===== src/rtl/wd_frame_sched_if.sv =====
// Bus bundle for wd_frame_sched: serial frame input, search-core handshake and result output.
interface wd_frame_sched_if #(
   parameter int unsigned N_KEY = 8,
   parameter int unsigned N_ANS = 5
);
   logic                   in_valid;
   logic [4:0]             keyboard;
   logic [4:0]             answer;
   logic [3:0]             weight;
   logic [2:0]             match_target;
   logic                   core_start;
   logic [5*N_KEY-1:0]     core_keys;
   logic [5*N_ANS-1:0]     core_ans;
   logic [4*N_ANS-1:0]     core_wgt;
   logic [5:0]             core_tgt;
   logic                   core_done;
   logic [5*N_ANS-1:0]     core_result;
   logic [10:0]            core_value;
   logic                   out_valid;
   logic [4:0]             result;
   logic [10:0]            out_value;
   logic                   busy;
   logic                   err_flag;

   modport slave (
      input  in_valid, keyboard, answer, weight, match_target,
      input  core_done, core_result, core_value,
      output core_start, core_keys, core_ans, core_wgt, core_tgt,
      output out_valid, result, out_value, busy, err_flag
   );

   modport master (
      output in_valid, keyboard, answer, weight, match_target,
      output core_done, core_result, core_value,
      input  core_start, core_keys, core_ans, core_wgt, core_tgt,
      input  out_valid, result, out_value, busy, err_flag
   );
endinterface


===== src/rtl/wd_frame_sched.sv =====
// Frame capture / core start / result serializer for the WD search core.
// Optional WAIT-state abort after TIMEOUT cycles is enabled by defining WD_TIMEOUT_EN.
module wd_frame_sched #(
   parameter int unsigned N_KEY   = 8,
   parameter int unsigned N_ANS   = 5,
   parameter int unsigned TIMEOUT = 1023
) (
   input  logic             clk,
   input  logic             rst,
   wd_frame_sched_if.slave  bus
);
   localparam int unsigned KEY_W   = 5 * N_KEY;
   localparam int unsigned ANS_W   = 5 * N_ANS;
   localparam int unsigned WGT_W   = 4 * N_ANS;
   localparam int unsigned MAX_KA  = (N_KEY > N_ANS) ? N_KEY : N_ANS;
   localparam int unsigned CNT_MAX = (MAX_KA > TIMEOUT + 1) ? MAX_KA : TIMEOUT + 1;
   localparam int unsigned CNT_W   = $clog2(CNT_MAX);

   typedef enum logic [2:0] {
      S_IDLE  = 3'd0,
      S_LOAD  = 3'd1,
      S_START = 3'd2,
      S_WAIT  = 3'd3,
      S_OUT   = 3'd4
   } state_t;

   state_t             state_q, state_d;
   logic [CNT_W-1:0]   cnt_q, cnt_d;
   logic [KEY_W-1:0]   keys_q, keys_d;
   logic [ANS_W-1:0]   ans_q, ans_d;
   logic [WGT_W-1:0]   wgt_q, wgt_d;
   logic [5:0]         tgt_q, tgt_d;
   logic [ANS_W-1:0]   res_q, res_d;
   logic               start_q, start_d;
   logic               oval_q, oval_d;
   logic [4:0]         result_q, result_d;
   logic [10:0]        value_q, value_d;
   logic               busy_q, busy_d;
   logic               err_q, err_d;

   // State register and all registered outputs
   always_ff @(posedge clk) begin
      if (rst) begin
         state_q  <= S_IDLE;
         cnt_q    <= '0;
         keys_q   <= '0;
         ans_q    <= '0;
         wgt_q    <= '0;
         tgt_q    <= '0;
         res_q    <= '0;
         start_q  <= 1'b0;
         oval_q   <= 1'b0;
         result_q <= '0;
         value_q  <= '0;
         busy_q   <= 1'b0;
         err_q    <= 1'b0;
      end else begin
         state_q  <= state_d;
         cnt_q    <= cnt_d;
         keys_q   <= keys_d;
         ans_q    <= ans_d;
         wgt_q    <= wgt_d;
         tgt_q    <= tgt_d;
         res_q    <= res_d;
         start_q  <= start_d;
         oval_q   <= oval_d;
         result_q <= result_d;
         value_q  <= value_d;
         busy_q   <= busy_d;
         err_q    <= err_d;
      end
   end

   // Next-state and next-output logic
   always_comb begin
      state_d  = state_q;
      cnt_d    = cnt_q;
      keys_d   = keys_q;
      ans_d    = ans_q;
      wgt_d    = wgt_q;
      tgt_d    = tgt_q;
      res_d    = res_q;
      start_d  = 1'b0;
      oval_d   = 1'b0;
      result_d = '0;
      value_d  = '0;
      busy_d   = 1'b0;
      err_d    = 1'b0;

      unique case (state_q)
         S_IDLE: begin
            if (bus.in_valid) begin
               keys_d[4:0] = bus.keyboard;
               ans_d[4:0]  = bus.answer;
               wgt_d[3:0]  = bus.weight;
               tgt_d[2:0]  = bus.match_target;
               cnt_d       = CNT_W'(1);
               state_d     = S_LOAD;
            end
         end
         S_LOAD: begin
            if (bus.in_valid) begin
               for (int unsigned i = 1; i < N_KEY; i++) begin
                  if (cnt_q == CNT_W'(i)) keys_d[5*i +: 5] = bus.keyboard;
               end
               for (int unsigned i = 1; i < N_ANS; i++) begin
                  if (cnt_q == CNT_W'(i)) begin
                     ans_d[5*i +: 5] = bus.answer;
                     wgt_d[4*i +: 4] = bus.weight;
                  end
               end
               if (cnt_q == CNT_W'(1)) tgt_d[5:3] = bus.match_target;
               if (cnt_q == CNT_W'(N_KEY - 1)) begin
                  cnt_d   = '0;
                  state_d = S_START;
               end else begin
                  cnt_d = cnt_q + CNT_W'(1);
               end
            end else begin
               // Short frame: discard everything captured so far
               err_d   = 1'b1;
               keys_d  = '0;
               ans_d   = '0;
               wgt_d   = '0;
               tgt_d   = '0;
               cnt_d   = '0;
               state_d = S_IDLE;
            end
         end
         S_START: begin
            cnt_d   = '0;
            state_d = S_WAIT;
         end
         S_WAIT: begin
            if (bus.core_done) begin
               res_d    = bus.core_result;
               result_d = bus.core_result[4:0];
               value_d  = bus.core_value;
               cnt_d    = '0;
               state_d  = S_OUT;
            end
`ifdef WD_TIMEOUT_EN
            else if (cnt_q == CNT_W'(TIMEOUT - 1)) begin
               err_d   = 1'b1;
               res_d   = '0;
               cnt_d   = '0;
               state_d = S_OUT;
            end else begin
               cnt_d = cnt_q + CNT_W'(1);
            end
`endif
         end
         S_OUT: begin
            if (cnt_q == CNT_W'(N_ANS - 1)) begin
               cnt_d   = '0;
               state_d = S_IDLE;
            end else begin
               cnt_d   = cnt_q + CNT_W'(1);
               value_d = value_q;
               for (int unsigned i = 0; i < N_ANS; i++) begin
                  if (cnt_q + CNT_W'(1) == CNT_W'(i)) result_d = res_q[5*i +: 5];
               end
            end
         end
         default: state_d = S_IDLE;
      endcase

      start_d = (state_d == S_START);
      oval_d  = (state_d == S_OUT);
      busy_d  = (state_d != S_IDLE);
   end

   assign bus.core_start = start_q;
   assign bus.core_keys  = keys_q;
   assign bus.core_ans   = ans_q;
   assign bus.core_wgt   = wgt_q;
   assign bus.core_tgt   = tgt_q;
   assign bus.out_valid  = oval_q;
   assign bus.result     = result_q;
   assign bus.out_value  = value_q;
   assign bus.busy       = busy_q;
   assign bus.err_flag   = err_q;
endmodule


===== src/flat_wrapper.sv =====
// flat-port wrapper written by rule: the top's interface ports become plain ports
module wd_frame_sched_flat 
#(
   parameter int unsigned N_KEY   = 8,
   parameter int unsigned N_ANS   = 5,
   parameter int unsigned TIMEOUT = 1023
)
  (clk, rst, bus_in_valid, bus_keyboard, bus_answer, bus_weight, bus_match_target, bus_core_done, bus_core_result, bus_core_value, bus_core_start, bus_core_keys, bus_core_ans, bus_core_wgt, bus_core_tgt, bus_out_valid, bus_result, bus_out_value, bus_busy, bus_err_flag);
  wd_frame_sched_if #(.N_KEY(N_KEY), .N_ANS(N_ANS)) bus_i ();
  input  logic clk;
  input  logic rst;
  input wire logic [$bits(bus_i.in_valid)-1:0] bus_in_valid;
  input wire logic [$bits(bus_i.keyboard)-1:0] bus_keyboard;
  input wire logic [$bits(bus_i.answer)-1:0] bus_answer;
  input wire logic [$bits(bus_i.weight)-1:0] bus_weight;
  input wire logic [$bits(bus_i.match_target)-1:0] bus_match_target;
  input wire logic [$bits(bus_i.core_done)-1:0] bus_core_done;
  input wire logic [$bits(bus_i.core_result)-1:0] bus_core_result;
  input wire logic [$bits(bus_i.core_value)-1:0] bus_core_value;
  output wire logic [$bits(bus_i.core_start)-1:0] bus_core_start;
  output wire logic [$bits(bus_i.core_keys)-1:0] bus_core_keys;
  output wire logic [$bits(bus_i.core_ans)-1:0] bus_core_ans;
  output wire logic [$bits(bus_i.core_wgt)-1:0] bus_core_wgt;
  output wire logic [$bits(bus_i.core_tgt)-1:0] bus_core_tgt;
  output wire logic [$bits(bus_i.out_valid)-1:0] bus_out_valid;
  output wire logic [$bits(bus_i.result)-1:0] bus_result;
  output wire logic [$bits(bus_i.out_value)-1:0] bus_out_value;
  output wire logic [$bits(bus_i.busy)-1:0] bus_busy;
  output wire logic [$bits(bus_i.err_flag)-1:0] bus_err_flag;
  assign bus_i.in_valid = bus_in_valid;
  assign bus_i.keyboard = bus_keyboard;
  assign bus_i.answer = bus_answer;
  assign bus_i.weight = bus_weight;
  assign bus_i.match_target = bus_match_target;
  assign bus_i.core_done = bus_core_done;
  assign bus_i.core_result = bus_core_result;
  assign bus_i.core_value = bus_core_value;
  assign bus_core_start = bus_i.core_start;
  assign bus_core_keys = bus_i.core_keys;
  assign bus_core_ans = bus_i.core_ans;
  assign bus_core_wgt = bus_i.core_wgt;
  assign bus_core_tgt = bus_i.core_tgt;
  assign bus_out_valid = bus_i.out_valid;
  assign bus_result = bus_i.result;
  assign bus_out_value = bus_i.out_value;
  assign bus_busy = bus_i.busy;
  assign bus_err_flag = bus_i.err_flag;
  wd_frame_sched #(.N_KEY(N_KEY), .N_ANS(N_ANS), .TIMEOUT(TIMEOUT)) u_core (.clk(clk), .rst(rst), .bus(bus_i));
endmodule

===== config.mk =====
export PLATFORM = sky130hd
export DESIGN_NAME = wd_frame_sched_flat
export DESIGN_NICKNAME = d
export VERILOG_FILES = /design/src/rtl/wd_frame_sched_if.sv /design/src/rtl/wd_frame_sched.sv /design/src/flat_wrapper.sv
export SDC_FILE = /design/constraint.sdc
export NUM_CORES = 1
export LEC_CHECK = 0
export CAP_MARGIN = 20
export CORE_MARGIN = 4
export CORE_UTILIZATION = 40
export CTS_CLUSTER_SIZE = 10
export DETAILED_ROUTE_END_ITERATION = 7
export GPL_ROUTABILITY_DRIVEN = 0
export HOLD_SLACK_MARGIN = 0.02
export PLACE_DENSITY_LB_ADDON = 0.05
export SYNTH_ARGS = -nofsm -noshare
export SYNTH_HDL_FRONTEND = slang
export SYNTH_SLANG_ARGS = --single-unit

===== constraint.sdc =====
create_clock -name clk -period 1.6 [get_ports clk]
set_input_delay 0.32 -clock clk [delete_from_list [all_inputs] [get_ports clk]]
set_output_delay 0.32 -clock clk [all_outputs]
set_load 0.02 [all_outputs]

==> run metrics <==
Cell Rows 45; Post-Layout Cell Count 1079; initial cell density of the core 40.7%; peak supply drop 760 uV; critical path type register to register; Power Dens Cells 912 nW/um^2; DRC Markers 0; worst setup skew after layout 0.00746 ns; family of cells with the greatest summed delay on the critical path compound AO/OA/AOI/OAI gates; vias 5792; async set-or-reset flop fraction in the synthesized netlist 0%; H-Tree Level Count 4; part of the Yosys area used for sequential elements 48.6%; RSZ-0062 raised after global routing true; fraction of final layout cells with drive strength greater than 1 31.8%; Tmin final 1.73 ns; number of enable-type register cells in the synthesized netlist 0; kind of end point of the critical path register; leakage power 3.92 nW; Data arrival, critical path 2.06 ns; overall overflow remaining after global route 0; Max Fclk 578 MHz; WP buf/inv 1; cell-internal power 6.69 mW; data required time at the worst endpoint 1.93 ns; global-route wire length before repair 31.5 mm; number of filler cells placed in the layout 1276; total wire length 19.9 mm; cells along the critical path ha_4 -> buf_6 -> and3_4 -> a21o_1 -> a21oi_2 -> o2111ai_4 -> o31ai_1; total I/O pin count 168; count of different cell masters after synthesis 55; area of all placed cells without fillers 9640 sq um; number of warnings printed during yosys synthesis 0; portion of total power attributed to combinational logic 9.3%; Yosys reg bits 149; clock group share of total power 47.8%; minimum hold slack 0.201 ns; Area growth, synth to finish 57.1%; drt first pass iters 4; post-synthesis instance total 670; switching share of power 23.9%; most used cells in the layout excluding fill and tap cells 138 x dfxtp_1, 111 x dlygate4sd2_1, 102 x nor2_1; Antenna Cells 0; startpoint type of the worst setup path register; Vias per Instance 5.37; core occupancy in the finished layout 63.9%; largest buffer count on any clock path 2; pin count of the biggest net entering global routing 89; number of global-route vias before repair 5877; Clock Tree Root clkbuf_16; number of max-cap violations 0; number of nets still failing antenna checks after routing 0; first-iteration detailed-routing DRC count 347; post-synthesis cell area 6130 sq um; Worst Tran Pin Value 0.565 ns; Setup-failing EPs final 87; Max Slew Vio Count 0; top sig layer met4; chip width 132 um; setup ws final -0.129 ns; most common cell after layout, fill and taps aside dfxtp_1; Routed met3 length 1.22 mm; violations in the final reports setup timing; number of instances in the placed design 1034; CTS sink count 149; die height 132 um; Final nets 941; clock-pin transition on the worst setup and hold timing paths 0.06 ns; number of antenna violations at the first check in global routing 0; global router's overall resource usage 22.5%; area of combinational cells with multiple inputs 3380 sq um; Relative slew margins 62.2%; number of hold-slack violations in the final timing report 0; number of buffer cells added on primary ports 167; CP max stage delay 0.37 ns; maximum fanout along the worst path 5; sequential share of power 42.8%; status finished with violations; share of the cycle needed by the critical path after routing 108%; highest-delay cell along the critical path dfxtp_4; total placed instance area 8450 sq um; Metal-1 WL 8.21 mm; CTS buffer count 17; Switch Pwr 2.10 mW; routed len/inst 18.5 um; met2 routed wirelength 10.3 mm; clock tree from TritonCTS built; later-pin clock latency in the skew report 0.43 ns; standard cell core area 15100 sq um; full die area 17400 sq um; sequential cell area 3010 sq um; prevailing post-synth register cell dfxtp_1; hold crit path type input port to register; synthesized net count 733; total half-perimeter wirelength after legalization and detailed placement 13.4 mm; synthesized area per cell 9.16 sq um
-- power groups by stage --
stage	registers (mW)	logic [mW]	clock network [mW]
5_1_grt	3.77	0.875	4.46
3_3_place_gp	3.85	0.731	0
4_1_cts	3.77	0.781	4.26
3_5_place_dp	3.85	0.737	0
2_1_floorplan	3.89	0.300	0
6_report	3.77	0.822	4.20
-- cells in the mapped netlist (all sizes together), types with 2 or more instances --
library cell	instances	area [sq um]
or2	5	31.3
o21ai	7	35.0
nand2	71	267
nand4	6	43.8
clkbuf	29	109
nor2	117	467
and2	6	37.5
nand3	13	65.1
a31oi	5	31.3
xor2	3	26.3
a2bb2oi	6	52.6
nor2b	2	15.0
ha	6	75.1
a21oi	42	221
a211oi	3	27.5
a311oi	5	43.8
o31ai	5	37.5
and3	5	36.3
nor3	6	41.3
buf	31	249
a21o	9	67.6
dfxtp	149	2980
inv	8	30.0
nand2b	3	18.8
a22oi	111	958
-- worst register-to-register path, delay by kind of cell (launching register included) --
kind | cells | cell delay (ns)
AO/OA/AOI/OAI | 4 | 0.78
flip-flops | 1 | 0.37
AND/OR/NAND/NOR | 1 | 0.19
adder cells (fa/ha/maj) | 1 | 0.18
buffers and inverters | 1 | 0.12
-- metal layers --
| metal | vias up | track usage [%] |
|---|---|---|
| met5 | - | 0 |
| met4 | 0 | 5.83 |
| met3 | 22 | 8.24 |
| met2 | 132 | 38.9 |
| met1 | 2844 | 26.5 |
| li1 | 2794 | - |
-- flip-flops by register name (all words and copies together), names as in the netlist --
name,flops
u_core.bus.err_flag,1
u_core.bus.core_start,1
u_core.bus.result,5
u_core.bus.core_wgt,20
u_core.bus.core_keys,40
u_core.cnt_q,10
u_core.bus.out_value,11
u_core.bus.busy,1
u_core.res_q,25
u_core.bus.core_tgt,6
u_core.bus.out_valid,1
u_core.bus.core_ans,25
u_core.state_q,3
-- repair_timing --
item,in CTS,in global routing
hold buffers,0,0
setup endpoints to repair,216,147
gates cloned,2,0
pin swaps,28,23
resized for setup,181,69
endpoints found under the hold margin,0,0
setup buffers,7,4
-- cells by family (layout without fill, tap and decap cells) --
| group | count (synthesis) | count (layout) | synth area share [%] |
|---|---|---|---|
| flip-flops | 149 | 149 | 48.6 |
| adder cells (fa/ha/maj) | 6 | 6 | 1.22 |
| AO/OA/AOI/OAI | 203 | 203 | 25.5 |
| buffers and inverters | 68 | 288 | 6.32 |
| XOR/XNOR | 4 | 4 | 0.571 |
| AND/OR/NAND/NOR | 240 | 241 | 17.8 |
-- final cells by class --
class	instances	share of cell area, %
clock buffers	20	4.74
repair buffers	248	24.5
inverters	8	0.363
multi-input cells	454	35.0
well taps	188	2.44
flip-flops and latches	149	31.2
clock inverters	12	1.73
-- per-stage QoR --
step	setup WS, ns	power (mW)	setup TNS (ns)
final	-0.129	8.79	-2.86
after detailed placement	-0.464	4.59	-43.94
after CTS	-0.111	8.81	-2.91
after global routing	-0.193	9.10	-11.16
after floorplan	-0.0893	4.19	-2.31
after global placement	-0.437	4.58	-40.64
-- path summary, 6_finish.rpt --
| path | start | cells after the start | to | slack [ns] |
|---|---|---|---|---|
| worst max-delay path | u_core.cnt_q[1] | 7 | u_core.bus.result[1] | -0.13 |
| worst min-delay path | rst | 2 | u_core.state_q[0] | 0.20 |
| worst max register to register | u_core.cnt_q[1] | 7 | u_core.bus.result[1] | -0.13 |
| worst min register to register | u_core.res_q[3] | 2 | u_core.res_q[3] | 0.46 |
Note: power is estimated with default switching activity, not from simulation.
